===== config.mk =====
export PLATFORM = sky130hd
export DESIGN_NAME = reg16_en
export DESIGN_NICKNAME = d
export VERILOG_FILES = /design/src/rtl/reg16_en.sv
export SDC_FILE = /design/constraint.sdc
export NUM_CORES = 1
export LEC_CHECK = 0
export BUFFER_PORTS_ARGS = -buffer_cell sky130_fd_sc_hd__clkbuf_2
export CAP_MARGIN = 10
export CORE_UTILIZATION = 47
export DETAILED_ROUTE_END_ITERATION = 7
export GPL_TIMING_DRIVEN = 0
export PLACE_DENSITY_LB_ADDON = 0.15
export SKIP_CTS_REPAIR_TIMING = 1
export SYNTH_ARGS = -nofsm -noshare
export SYNTH_HDL_FRONTEND = slang
export SYNTH_SLANG_ARGS = --single-unit

===== constraint.sdc =====
create_clock -name clk -period 1.7 [get_ports clk]
set_input_delay 0.17 -clock clk [delete_from_list [all_inputs] [get_ports clk]]
set_output_delay 0.17 -clock clk [all_outputs]
set_load 0.05 [all_outputs]

===== src/rtl/reg16_en.sv =====
// Load-enabled datapath register (PC, IR, MAR, MDR, general registers).
// Assembled from per-bit enabled D flip-flop cells with synchronous active-low reset.

module reg16_en_bit #(
  parameter logic RV = 1'b0
) (
  input  logic clk,
  input  logic rst_n,
  input  logic en,
  input  logic d,
  output logic q
);

  // Reset wins over enable; with en low the cell holds, so an unknown d cannot leak in.
  always_ff @(posedge clk) begin
    if (!rst_n) begin
      q <= RV;
    end else if (en) begin
      q <= d;
    end
  end

endmodule

module reg16_en #(
  parameter int              WIDTH   = 16,
  parameter logic [WIDTH-1:0] RST_VAL = '0
) (
  input  logic             clk,
  input  logic             reset,
  input  logic             en,
  input  logic [WIDTH-1:0] D,
  output logic [WIDTH-1:0] Q
);

  if (WIDTH < 1) begin : g_width_check
    $error("reg16_en: WIDTH must be >= 1");
  end

  // RST_VAL is typed to WIDTH bits, so a wider override keeps only its LSBs.
  for (genvar i = 0; i < WIDTH; i++) begin : g_bit
    reg16_en_bit #(
      .RV(RST_VAL[i])
    ) u_bit (
      .clk  (clk),
      .rst_n(reset),
      .en   (en),
      .d    (D[i]),
      .q    (Q[i])
    );
  end

endmodule


==> results.toml <==
[run_status]
status = "complete, no violations"

[power]
combPwrFrac_pct = 24.2
p_per_area_mw_per_mm2 = 899
power_frac_clock_pct = 28.3
p_seq_share_pct = 47.5
p_leak_nw = 0.518
p_sw_mw = 0.245
intPower_mw = 0.614
ir_drop_mv = 0.474
sw_frac_of_total_pct = 28.5
p_total_mw = 0.859

[grt]
antenna_found_initial = 0
grt_pass1_vias = 500
overflow = 0
grt_usage_pct = 15.3
grt_start_max_net_pins = 11
grt_pass1_wl_um = 2080

[finish]
reg.largest.list = "g_bit.u_bit.q: 16 flops"
layout_commonest_cell = "clkbuf_2"
largest_reg_flops = 16
regMostFlops = "g_bit.u_bit.q"
diodes = 0
area_delta_synth_final_pct = 29.9
fin_nets = 124
drive_above_1_share_pct = 52.9
layout_common_cells = "33 x clkbuf_2, 16 x mux2i_1, 16 x nor2b_1, 16 x buf_4, 16 x dfxtp_1"

[logic_synthesis]
synth_nets = 86
synth_cells = 67
yosysWarnings = 0
synth.cell_area_um2 = 736
ys_seq_area_share_pct = 43.5
synth_seq_cells = 16
synth.avg_cell_area_um2 = 11.0
synth_cell_types = 7

[critical_path]
worstReg2RegEnd = "g_bit[15].u_bit.q"
crit_buf_inv = 2
crit_type = "reg2out"
endpoint_kind = "output port"
worstSetupStartpoint = "g_bit[1].u_bit.q"
required_ns = 1.53
crit_fanout = 2
crit_path_end = "Q[1]"
crit_chain = "buf_4, clkbuf_2"
r2r_slack_ns = 1.08
r2r-start = "g_bit[15].u_bit.q"
max_stage_delay_ns = 0.36
cp.arrival_ns = 1.00
crit_cells = 2
critPathSlowestCell = "dfxtp_1"
startpoint_type = "flop"
cp_top_family = "buffers and inverters"
ff2ff_path_depth = 2

[detailed_routing]
first_pass_iters = 4
drt_iter0_markers = 1
via_per_inst = 4.39
wl_per_cell_um = 9.30
wl_um = 1110
drc = 0
postRouteAntennaNets = 0
via_count = 523

[floorplan]
die-area_mm2 = 0.00173
start_util_pct = 53.2
ios = 35
rows = 13
die_w_um = 41.6
core_mm2 = 0.00138
fp.dieH_um = 41.6

[place]
port_buffers = 33
place_ws_ns = 0.835
place.detailed.hpwl_um = 868
place_congestion = 0.625

[timing]
tightest_slew_ns = 0.318
hold_violations = 0
finalSetupViolations = 0
fin_skew_ns = 0
layout_min_cycle_time_ns = 1.17
fmax_mhz = 854
finalMaxSlewViolations = 0
maxSlewHeadroom_pct = 78.8
finalSetupTns_ns = 0
period_share_pct = 68.9
rsz0062_at_grt = "no"
worst_slack_ns = 0.529

[flow_run]
drv_cap = 0

[clock_network]
clk_pin_slew_ns = 0.09
root_buffer = "clkbuf_4"
clock_path_buffers = 2
numClockSinks = 16
cts_tree = "done"
worstSkewPairLatency_ns = 0.27
htreeDepth = 1
cts_buffers = 3

[worst_hold_path]
hold_path.class = "in2reg"
-- cell usage after synthesis --
library cell	number	share of area, %
clkbuf_1	1	0.51
buf_4	16	16
buf_6	1	1.5
mux2i_1	16	22
dfxtp_1	16	44
buf_12	1	2.7
nor2b_1	16	14
-- cell type report --
cell class,instances,area [um2]
Tap cell,15,18.8
Timing Repair Buffer,33,165
Multi-Input combinational cell,32,260
Fill cell,114,427
Buffer,19,155
Sequential cell,16,320
Clock buffer,4,36.3
-- worst min-delay path by stage --
stage                from                 to  slack [ns]  cells past startpoint
floorplan           reset  g_bit[13].u_bit.q        0.30                      1
global placement     D[6]   g_bit[6].u_bit.q        0.43                      3
detailed placement  D[14]  g_bit[14].u_bit.q        0.43                      3
finish               D[6]   g_bit[6].u_bit.q        0.15                      3
CTS                 D[13]  g_bit[13].u_bit.q        0.14                      3
global route        D[14]  g_bit[14].u_bit.q        0.14                      3
-- metrics by stage --
step	util [%]	std cells	area, um2	hold WS, ns
2_1_floorplan	-	67	736	0.298
3_3_place_gp	66.5	115	920	0.428
3_5_place_dp	66.5	115	920	0.435
4_1_cts	69.1	119	956	0.141
5_1_grt	69.1	119	956	0.138
6_report	69.1	119	956	0.148
-- layer usage --
| metal | up-vias | part of all wire [%] | GRT usage (%) |
|---|---|---|---|
| li1 | 275 | - | - |
| met1 | 228 | 46 | 17.8 |
| met2 | 18 | 48 | 26.6 |
| met3 | 2 | 4.8 | 2.61 |
| met4 | 0 | 1.4 | 7.74 |
| met5 | - | 0 | 0 |
-- power groups by stage --
stage / combinational, mW / clock [mW] / sequential [mW]
final: 0.208 / 0.243 / 0.408
after floorplan: 0.165 / 0 / 0.414
after global routing: 0.222 / 0.276 / 0.412
after CTS: 0.210 / 0.255 / 0.408
after detailed placement: 0.210 / 0 / 0.417
after global placement: 0.207 / 0 / 0.415
-- worst register-to-register path, stage by stage, from the launching register on --
cell	delay [ns]
dfxtp_1	0.32
mux2i_1	0.14
nor2b_1	0.06
-- cell families after synthesis --
kind of cell	Yosys count	share of synthesized area, %
buffers and inverters	19	21.1
DFF	16	43.5
muxes	16	21.8
and+or+nand+nor	16	13.6
Note: power is estimated with default switching activity, not from simulation.
